$ cat src/rtl/fp32_mul_pkg.sv
// Shared types and constants for the sequential binary32 multiplier.
package fp32_mul_pkg;

   typedef enum logic [2:0] {IDLE, NORM, MUL, RND, DONE} state_t;

   localparam int unsigned FP_BIAS    = 127;
   localparam int unsigned FP_EXP_MAX = 255;
   localparam logic [31:0] FP_QNAN    = 32'h7FC0_0000;
   localparam logic [31:0] FP_PINF    = 32'h7F80_0000;

   typedef struct packed {
      logic        sign;
      logic [7:0]  exp;
      logic [22:0] frac;
   } fp32_t;

   // Significand with the implicit bit restored (0 for subnormals).
   function automatic logic [23:0] fp32_man(input fp32_t f);
      return {|f.exp, f.frac};
   endfunction

endpackage

$ cat src/rtl/fp32_lzc24.sv
// 24-bit leading-zero counter; also returns the mantissa left-justified.
// An all-zero input reports 23 (callers treat a zero mantissa separately).
module fp32_lzc24 (
   input  logic [23:0] man_i,
   output logic [4:0]  lz_o,
   output logic [23:0] man_o
);

   // Priority search from the MSB down.
   always_comb begin
      logic found;
      found = 1'b0;
      lz_o  = 5'd23;
      for (int i = 23; i >= 0; i--) begin
         if (!found && man_i[i]) begin
            lz_o  = 5'(23 - i);
            found = 1'b1;
         end
      end
      man_o = man_i << lz_o;
   end

endmodule

$ cat src/rtl/fp32_mul_seq.sv
// Multi-cycle binary32 multiplier: NORM -> iterative shift-add MUL -> RND (RNE) -> DONE.
// Optional macro FP32_MUL_SPECIAL_EN: NaN/Inf operands bypass MUL/RND straight to DONE.
module fp32_mul_seq
   import fp32_mul_pkg::*;
#(
   parameter int unsigned BITS_PER_CYCLE = 1
) (
   input  logic        clk,
   input  logic        rst_n,
   input  logic        in_valid,
   output logic        in_ready,
   input  logic [31:0] mul1,
   input  logic [31:0] mul2,
   output logic        out_valid,
   input  logic        out_ready,
   output logic [31:0] result,
   output logic        flag_ovf,
   output logic        flag_uf,
   output logic        flag_inx
);

   localparam int unsigned MulCycles = 24 / BITS_PER_CYCLE;

   state_t             state_q, state_d;
   logic [4:0]         cnt_q, cnt_d;
   fp32_t              a_q, a_d, b_q, b_d;
   logic               sign_q, sign_d, zero_q, zero_d;
   logic signed [9:0]  exp_q, exp_d;
   logic [47:0]        acc_q, acc_d, mcand_q, mcand_d;
   logic [23:0]        mplier_q, mplier_d;
   logic [31:0]        result_q, result_d;
   logic               ovf_q, ovf_d, uf_q, uf_d, inx_q, inx_d, out_valid_q, out_valid_d;

   logic [4:0]         lz_a, lz_b;
   logic [23:0]        nman_a, nman_b;
   logic [7:0]         eff_a, eff_b;
   logic signed [9:0]  e_norm, re;
   logic [23:0]        rm;
   logic [24:0]        rsum;
   logic               g, s;

   fp32_lzc24 u_lzc_a (.man_i(fp32_man(a_q)), .lz_o(lz_a), .man_o(nman_a));
   fp32_lzc24 u_lzc_b (.man_i(fp32_man(b_q)), .lz_o(lz_b), .man_o(nman_b));

   assign eff_a  = (a_q.exp == 8'd0) ? 8'd1 : a_q.exp;
   assign eff_b  = (b_q.exp == 8'd0) ? 8'd1 : b_q.exp;
   assign e_norm = $signed({2'b00, eff_a}) + $signed({2'b00, eff_b}) - $signed(10'(FP_BIAS))
                   - $signed({5'b0, lz_a}) - $signed({5'b0, lz_b});

   // Next-state: sequencing, accumulator, rounding and result packing.
   always_comb begin
      state_d     = state_q;
      cnt_d       = cnt_q;
      a_d         = a_q;
      b_d         = b_q;
      sign_d      = sign_q;
      zero_d      = zero_q;
      exp_d       = exp_q;
      acc_d       = acc_q;
      mcand_d     = mcand_q;
      mplier_d    = mplier_q;
      result_d    = result_q;
      ovf_d       = ovf_q;
      uf_d        = uf_q;
      inx_d       = inx_q;
      out_valid_d = 1'b0;
      re          = exp_q;
      rm          = 24'd0;
      rsum        = 25'd0;
      g           = 1'b0;
      s           = 1'b0;
      unique case (state_q)
         IDLE: begin
            if (in_valid) begin
               a_d     = mul1;
               b_d     = mul2;
               ovf_d   = 1'b0;
               uf_d    = 1'b0;
               inx_d   = 1'b0;
               state_d = NORM;
            end
         end
         NORM: begin
            sign_d   = a_q.sign ^ b_q.sign;
            exp_d    = e_norm;
            zero_d   = (fp32_man(a_q) == 24'd0) || (fp32_man(b_q) == 24'd0);
            mcand_d  = {24'd0, nman_a};
            mplier_d = nman_b;
            acc_d    = 48'd0;
            cnt_d    = 5'd0;
            state_d  = MUL;
`ifdef FP32_MUL_SPECIAL_EN
            begin
               logic nan_a, nan_b, inf_a, inf_b, z_a, z_b;
               nan_a = (a_q.exp == 8'(FP_EXP_MAX)) && (a_q.frac != 23'd0);
               nan_b = (b_q.exp == 8'(FP_EXP_MAX)) && (b_q.frac != 23'd0);
               inf_a = (a_q.exp == 8'(FP_EXP_MAX)) && (a_q.frac == 23'd0);
               inf_b = (b_q.exp == 8'(FP_EXP_MAX)) && (b_q.frac == 23'd0);
               z_a   = fp32_man(a_q) == 24'd0;
               z_b   = fp32_man(b_q) == 24'd0;
               if (nan_a || nan_b || (inf_a && z_b) || (inf_b && z_a)) begin
                  result_d = FP_QNAN;
                  state_d  = DONE;
               end else if (inf_a || inf_b) begin
                  result_d = FP_PINF | {a_q.sign ^ b_q.sign, 31'd0};
                  state_d  = DONE;
               end
            end
`endif
         end
         MUL: begin
            for (int unsigned i = 0; i < BITS_PER_CYCLE; i++) begin
               if (mplier_q[i]) acc_d = acc_d + (mcand_q << i);
            end
            mcand_d  = mcand_q << BITS_PER_CYCLE;
            mplier_d = mplier_q >> BITS_PER_CYCLE;
            cnt_d    = cnt_q + 5'd1;
            if (cnt_q == 5'(MulCycles - 1)) state_d = RND;
         end
         RND: begin
            if (acc_q[47]) begin
               rm = acc_q[47:24];
               g  = acc_q[23];
               s  = |acc_q[22:0];
               re = exp_q + 10'sd1;
            end else begin
               rm = acc_q[46:23];
               g  = acc_q[22];
               s  = |acc_q[21:0];
            end
            rsum = {1'b0, rm} + 25'(g & (s | rm[0]));
            // Rounding carry-out: mantissa becomes 1.0, exponent bumps.
            if (rsum[24]) begin
               rm = 24'h80_0000;
               re = re + 10'sd1;
            end else begin
               rm = rsum[23:0];
            end
            if (zero_q) begin
               result_d = {sign_q, 31'd0};
            end else if (re >= $signed(10'(FP_EXP_MAX))) begin
               result_d = FP_PINF | {sign_q, 31'd0};
               ovf_d    = 1'b1;
               inx_d    = 1'b1;
            end else if (re <= 10'sd0) begin
               result_d = {sign_q, 31'd0};
               uf_d     = 1'b1;
               inx_d    = 1'b1;
            end else begin
               result_d = {sign_q, re[7:0], rm[22:0]};
               inx_d    = g | s;
            end
            state_d = DONE;
         end
         DONE: begin
            // out_valid is registered one cycle after entering DONE.
            if (out_valid_q && out_ready) state_d = IDLE;
            else out_valid_d = 1'b1;
         end
         default: state_d = IDLE;
      endcase
   end

   // State and datapath registers.
   always_ff @(posedge clk or negedge rst_n) begin
      if (!rst_n) begin
         state_q     <= IDLE;
         cnt_q       <= '0;
         a_q         <= '0;
         b_q         <= '0;
         sign_q      <= 1'b0;
         zero_q      <= 1'b0;
         exp_q       <= '0;
         acc_q       <= '0;
         mcand_q     <= '0;
         mplier_q    <= '0;
         result_q    <= '0;
         ovf_q       <= 1'b0;
         uf_q        <= 1'b0;
         inx_q       <= 1'b0;
         out_valid_q <= 1'b0;
      end else begin
         state_q     <= state_d;
         cnt_q       <= cnt_d;
         a_q         <= a_d;
         b_q         <= b_d;
         sign_q      <= sign_d;
         zero_q      <= zero_d;
         exp_q       <= exp_d;
         acc_q       <= acc_d;
         mcand_q     <= mcand_d;
         mplier_q    <= mplier_d;
         result_q    <= result_d;
         ovf_q       <= ovf_d;
         uf_q        <= uf_d;
         inx_q       <= inx_d;
         out_valid_q <= out_valid_d;
      end
   end

   assign in_ready  = (state_q == IDLE);
   assign out_valid = out_valid_q;
   assign result    = result_q;
   assign flag_ovf  = ovf_q;
   assign flag_uf   = uf_q;
   assign flag_inx  = inx_q;

endmodule

$ cat config.mk
export PLATFORM = sky130hd
export DESIGN_NAME = fp32_mul_seq
export DESIGN_NICKNAME = d
export VERILOG_FILES = /design/src/rtl/fp32_mul_pkg.sv /design/src/rtl/fp32_lzc24.sv /design/src/rtl/fp32_mul_seq.sv
export SDC_FILE = /design/constraint.sdc
export NUM_CORES = 1
export LEC_CHECK = 0
export BUFFER_PORTS_ARGS = -buffer_cell sky130_fd_sc_hd__buf_2
export CAP_MARGIN = 20
export CORE_AREA = 2 2 219 221
export CTS_CLUSTER_SIZE = 10
export DETAILED_ROUTE_END_ITERATION = 12
export DIE_AREA = 0 0 221 223
export PLACE_DENSITY = 0.49
export SYNTH_ARGS = -nofsm -noshare
export SYNTH_HDL_FRONTEND = slang
export SYNTH_SLANG_ARGS = --single-unit
$ cat constraint.sdc
create_clock -name clk -period 8.6 [get_ports clk]
set_clock_uncertainty 0.15 [all_clocks]
set_input_delay 0.86 -clock clk [delete_from_list [all_inputs] [get_ports clk]]
set_output_delay 0.86 -clock clk [all_outputs]
set_load 0.005 [all_outputs]
Yosys cells after proc, flatten, opt, wreduce, memory -nomap -nowiden
Index checks and enable logic that the tools add are counted.
{"block": "totals", "word_cells": 293, "out_inout_bits": 37, "regBits": 240, "inputBits": 68}
{"block": "classes", "bitwise_logic": 4, "n_shift": 2, "eq_ne": 13, "add_sub_neg": 9, "n_mux": 133, "reduce_logical": 111, "magnitude_cmp": 2}
{"cell": "$mux 5", "n": 48}
{"cell": "$pmux 48 s2", "n": 2}
{"cell": "$mux 31", "n": 3}
{"cell": "$mux 1", "n": 61}
{"cell": "$add 48x48->48", "n": 1}
{"cell": "$logic_not 24->1", "n": 2}
{"cell": "$mux 24", "n": 2}
{"cell": "$mux 48", "n": 1}
{"cell": "$pmux 24 s2", "n": 1}
{"cell": "$shl 24x5->24", "n": 2}
{"cell": "$logic_and 1x1->1", "n": 47}
{"cell": "$logic_not 1->1", "n": 46}
{"cell": "$mux 10", "n": 4}
{"cell": "$add 24x1->25", "n": 1}
{"cell": "$mux 23", "n": 1}
{"cell": "$reduce_or 23->1", "n": 1}
{"cell": "$reduce_or 22->1", "n": 1}
{"cell": "$add 10x2->10 const B", "n": 2}
{"cell": "$sub 10x6->10", "n": 2}
{"cell": "$logic_not 8->1", "n": 2}
{"cell": "$mux 8", "n": 2}
{"cell": "$ne 2x2->1 const B", "n": 8}
{"cell": "$reduce_or 8->1", "n": 2}
{"cell": "$pmux 3 s5", "n": 1}
{"cell": "other kinds (22)", "n": 31}

Longest topological paths before layout
{"block": "depth", "ltp_word": 73, "ltp_mapped": 25, "ltp_nobuf": 21}

By module
Synthesis repeated with hierarchy kept, for this count alone.
{"block": "hier_totals", "cells_unflattened": 1777, "area_unflattened_um2": 16454.5}
{"module": "fp32_mul_seq", "n_inst": 1, "area_per_inst_um2": 13947.1, "cells_each": 1447, "seq_area_each_um2": 6005.8}
{"module": "fp32_lzc24", "n_inst": 2, "area_per_inst_um2": 1253.7, "cells_each": 165, "seq_area_each_um2": 0.0}

Worst setup path before layout
Ideal clock, no wire load.
{"block": "synth_path", "path_type": "register to register", "startpoint": "register b_q[19] in the netlist's numbering", "endpoint": "register exp_q[7]", "arrival_ns": 5.401, "t_required_ns": 8.315, "path_stages_with_launch": 25, "path_buffers": 4, "period_less_slack_ns": 5.685, "setup_slack_ns": 2.915, "setup_time_ns": 0.135, "path_cell_list": "dfrtp_1 nor4_1 and4_1 buf_2 nand2_1 inv_2 a21oi_1 o31a_1 clkbuf_1 nor2_1 inv_1 buf_2 buf_2 ha_1 fa_1 inv_1 fa_1 ha_1 fa_1 a21o_1 a21o_1 a21o_1 a21oi_1 xor2_1 o21ai_0"}
{"block": "synth_via", "elab_chain_len": 60, "word_cells_on_any_way": 79, "cone_classes": "1 x add/sub; 39 x mux; 39 x reduce/logical"}
{"element": "from (decl)", "line": "fp32_mul_seq.sv:26", "rtl": "fp32_t a_q, a_d, b_q, b_d;"}
{"element": "from (signal assigned)", "line": "fp32_mul_seq.sv:170", "rtl": "b_q <= '0;"}
{"element": "from (signal assigned)", "line": "fp32_mul_seq.sv:186", "rtl": "b_q <= b_d;"}
{"element": "$logic_and 1x1->1 *", "line": "fp32_lzc24.sv:15", "rtl": "if (!found && man_i[i]) begin"}
{"element": "$mux 1", "line": "fp32_lzc24.sv:15"}
{"element": "$logic_not 1->1", "line": "fp32_lzc24.sv:15"}
{"element": "$logic_and 1x1->1", "line": "fp32_lzc24.sv:15"}
{"element": "$mux 1", "line": "fp32_lzc24.sv:15"}
{"element": "$logic_not 1->1", "line": "fp32_lzc24.sv:15"}
{"element": "$logic_and 1x1->1", "line": "fp32_lzc24.sv:15"}
{"element": "$mux 1", "line": "fp32_lzc24.sv:15"}
{"element": "[44 not listed]"}
{"element": "$mux 1", "line": "fp32_lzc24.sv:15"}
{"element": "$logic_not 1->1", "line": "fp32_lzc24.sv:15"}
{"element": "$logic_and 1x1->1", "line": "fp32_lzc24.sv:15"}
{"element": "$mux 1", "line": "fp32_lzc24.sv:15"}
{"element": "$logic_not 1->1", "line": "fp32_lzc24.sv:15"}
{"element": "$logic_and 1x1->1", "line": "fp32_lzc24.sv:15"}
{"element": "$mux 5 *", "line": "fp32_lzc24.sv:15"}
{"element": "$sub 10x6->10 *", "line": "fp32_mul_seq.sv:48", "rtl": "- $signed({5'b0, lz_a}) - $signed({5'b0, lz_b});"}
{"element": "to (signal assigned)", "line": "fp32_mul_seq.sv:189", "rtl": "exp_q <= exp_d;"}
{"element": "to (decl)", "line": "fp32_mul_seq.sv:28", "rtl": "logic signed [9:0] exp_q, exp_d;"}
Every way passes the cells marked *; elsewhere a longest branch is shown, timed or not.
A chain may end at the register's enable or synchronous reset.

Worst setup path after layout
Same ends and word-level chain as after synthesis.

==> results.md <==
- Pleak: 0.00808 uW
- Share of cells above drive strength 1: 13.9%
- Full die area: 49,300 sq um
- Post-cts hold buffer count: 0
- Mapped Area: 16,200 sq um
- FF/Latch Area: 6010 sq um
- Reg2Reg Setup Slack: 1110 ps
- Die width: 221 um
- PostCTS Resize Cnt: 0
- Final GP Congestion: 0.929
- Crit path time final: 7490 ps
- Seq/Total Area, Yosys: 37.0%
- Adder-cell area share of the yosys netlist: 6.79%
- Hold Path Class: input pin to async pin
- Max clock buf depth: 3
- DRC: 0
- Port bufs: 104
- CTS Root Cell: clkbuf_16
- Drt pass-1 iters: 6
- Core Rows: 80
- Nature of the critical path endpoint: register
- Power Density: 342 nW/um^2
- CP startpoint kind: register
- Sink Count: 240
- Die height: 223 um
- Post-synthesis cell type count: 82
- RSZ-0062 raised after global routing: false
- Maximum vdd drop: 186 uV
- Routed len/inst: 19.1 um
- 1st-iter DRT viols: 940
- Mux contribution to synthesized area: 7.79%
- Placeable Area: 47,100 sq um
- Post-Syn Nets: 1,931
- Fmax: 133 MHz
- Via density: 5.61
- Routed Antenna Nets: 0
- Initial Util: 34.5%
- Leading area contributor after synthesis: dfrtp_1
- Most frequent cell after synthesis: dfrtp_1
- Least-Margin Pin Slew: 1010 ps
- Top cells by area, synth: dfrtp_1, ha_1, o21ai_0
- Slew Limit Fails: 0
- Detailed Place HPWL: 34.1 mm
- Worst path cell trace: nor4_1 > and4_1 > nand2_1 > inv_2 > a21oi_1 > o31a_1 > nor2_1 > inv_1 > ha_1 > fa_1 > inv_1 > fa_1 > ha_1 > fa_1 > a21o_1 > a21o_1 > a21o_1 > a21oi_1 > xor2_1 > o21ai_0
- Ant. Diodes: 0
- Synth top cells by count: dfrtp_1, nand2_1, o21ai_0
- Clk slew on worst S/H paths: 60 ps
- Setup repair bufs after CTS: 0
- Placed cell area: 17,200 sq um
- Overall routing resource usage: 18.8%
- Vias in the first global route: 13,554
- Max-slew headroom: 32.4%
- Yosys top cell area share: 37.0%
- Setup TNS: 0 ps
- EDFF count, synth: 0
- Cts bufs inserted: 31
- Design area: 18,200 sq um
- CP arrival: 7760 ps
- Status: finished, final reports clean
- Final WL: 47.0 mm
- Multi-input gate area: 9550 sq um
- CP max-delay cell: nor2_1
- Cells after Synth: 1,782
- Main synth FF type: dfrtp_1
- Critical path fanouts, max: 20
- P&R area growth vs syn: 12.3%
- Register bit total from synthesis: 240
- Ports: 105
- Nets@finish: 1,971
- Grt ovf: 0
- Largest family of logic cells by synthesized area: compound AO/OA/AOI/OAI gates
- Yosys warnings: 0
- Final Hold Viols: 0
- Synth Area in Simple Gates: 15.9%
- Syn Area/Cell: 9.12 sq um
- Initial antenna violation count: 0
- Setup-failing EPs final: 0
- Post-synth ARST share: 100%
- Crit Path Category: register to register
- CTS tree: yes
- First-pass GRT wire length: 76.2 mm
- Clock latency on the worst-skew pair: 580 ps
- Slowest stage delay, CP: 820 ps
- Overall Power: 6240 uW
- Final period util: 87.1%
- Post-synthesis compound-gate area fraction: 22.8%
- Post-Synth XOR/XNOR Area: 5.28%
- Fill count: 4,790
- Max_cap viols: 0
- Via Count: 13,755
- Largest net degree at the start of global routing: 92
- Worst path required time: 8870 ps
- # H-tree levels: 1
stage by stage:
step	instances	util (%)	worst slack, ps	hold slack (ps)
detailed placement	2403	36.6	1350	322
global placement	2403	36.6	1460	312
floorplan	1782	-	2910	296
global route	2453	38.7	838	125
finish	2453	38.7	1110	95.5
CTS	2452	38.7	1300	108
worst max-delay path: cells and delay by family (launching register included):
kind            cells  cell delay, ps
xor+xnor            1             170
flops               1             430
compound gates      7            1210
fa+ha+maj           5            2060
simple gates        4            2360
buf+inv             3             950
layer usage:
layer  wire length (um)  share of wire [%]  up-vias  global-route usage, %
li1                   -                  -     6683                      -
met1              22000                 47     6663                   25.9
met2              21600                 46      327                   30.9
met3               2000                4.3       82                   2.52
met4               1320                2.8        0                   5.24
met5                  0                  0        -                      0
flip-flops by register name, indices dropped and copies added, names as in the netlist:
signal / count
flag_ovf: 1
state_q: 3
sign_q: 1
flag_uf: 1
exp_q: 10
cnt_q: 5
mcand_q: 48
zero_q: 1
acc_q: 48
result: 32
mplier_q: 24
a_q: 32
flag_inx: 1
out_valid: 1
b_q: 32
final cells by class:
class | instances | share of cell area [%]
clock buffer | 41 | 4.79
clock inverter | 8 | 0.651
inverter | 66 | 1.36
multi-input combinational | 1360 | 52.4
sequential | 240 | 32.9
tap | 615 | 4.22
timing repair buffer | 123 | 3.72
cell usage in the layout (no fill, tap or decap), drive strengths merged, types with 7 or more instances in the layout:
| cell | Yosys | routed |
|---|---|---|
| a2111oi | 7 | 7 |
| a211o | 7 | 7 |
| a211oi | 32 | 32 |
| a21o | 29 | 29 |
| a21oi | 81 | 81 |
| a222oi | 7 | 7 |
| a22o | 61 | 61 |
| a22oi | 42 | 42 |
| a31oi | 13 | 13 |
| and2 | 9 | 9 |
| and3 | 9 | 9 |
| buf | 28 | 122 |
| clkbuf | 88 | 41 |
| dfrtp | 240 | 240 |
| fa | 12 | 12 |
| ha | 69 | 69 |
| inv | 65 | 66 |
| mux2 | 50 | 50 |
| mux2i | 68 | 68 |
| nand2 | 160 | 160 |
| nand2b | 10 | 10 |
| nand3 | 83 | 83 |
| nand4 | 29 | 29 |
| nor2 | 103 | 103 |
| nor2b | 9 | 9 |
| nor3 | 42 | 42 |
| nor4 | 19 | 19 |
| o211ai | 9 | 9 |
| o21a | 11 | 11 |
| o21ai | 142 | 142 |
| o21bai | 16 | 16 |
| o31a | 8 | 8 |
| o31ai | 15 | 15 |
| or2 | 11 | 11 |
| or3 | 9 | 9 |
| xnor2 | 49 | 49 |
| xor2 | 49 | 49 |
kinds of logic after synthesis:
group,Yosys count
buf+inv,182
simple gates,522
fa+ha+maj,81
flops,240
compound gates,540
xor+xnor,98
mux,119
path summary, 6_finish.rpt:
path / start / to / cells after the start
setup / recovery: b_q[19] / exp_q[7] / 20
hold / removal: rst_n / mcand_q[27] / 1
setup reg to reg: b_q[19] / exp_q[7] / 20
hold reg to reg: result[30] / result[30] / 1
max in group asynchronous: rst_n / b_q[6] / 3
min in group clk: result[30] / result[30] / 1
where the power goes:
group	internal [uW]	switching, uW	leakage [uW]
combinational	1220	1750	0.00448
clock	788	506	0.000492
sequential	1530	452	0.00311
No activity file was read; power rests on OpenSTA's default activity.
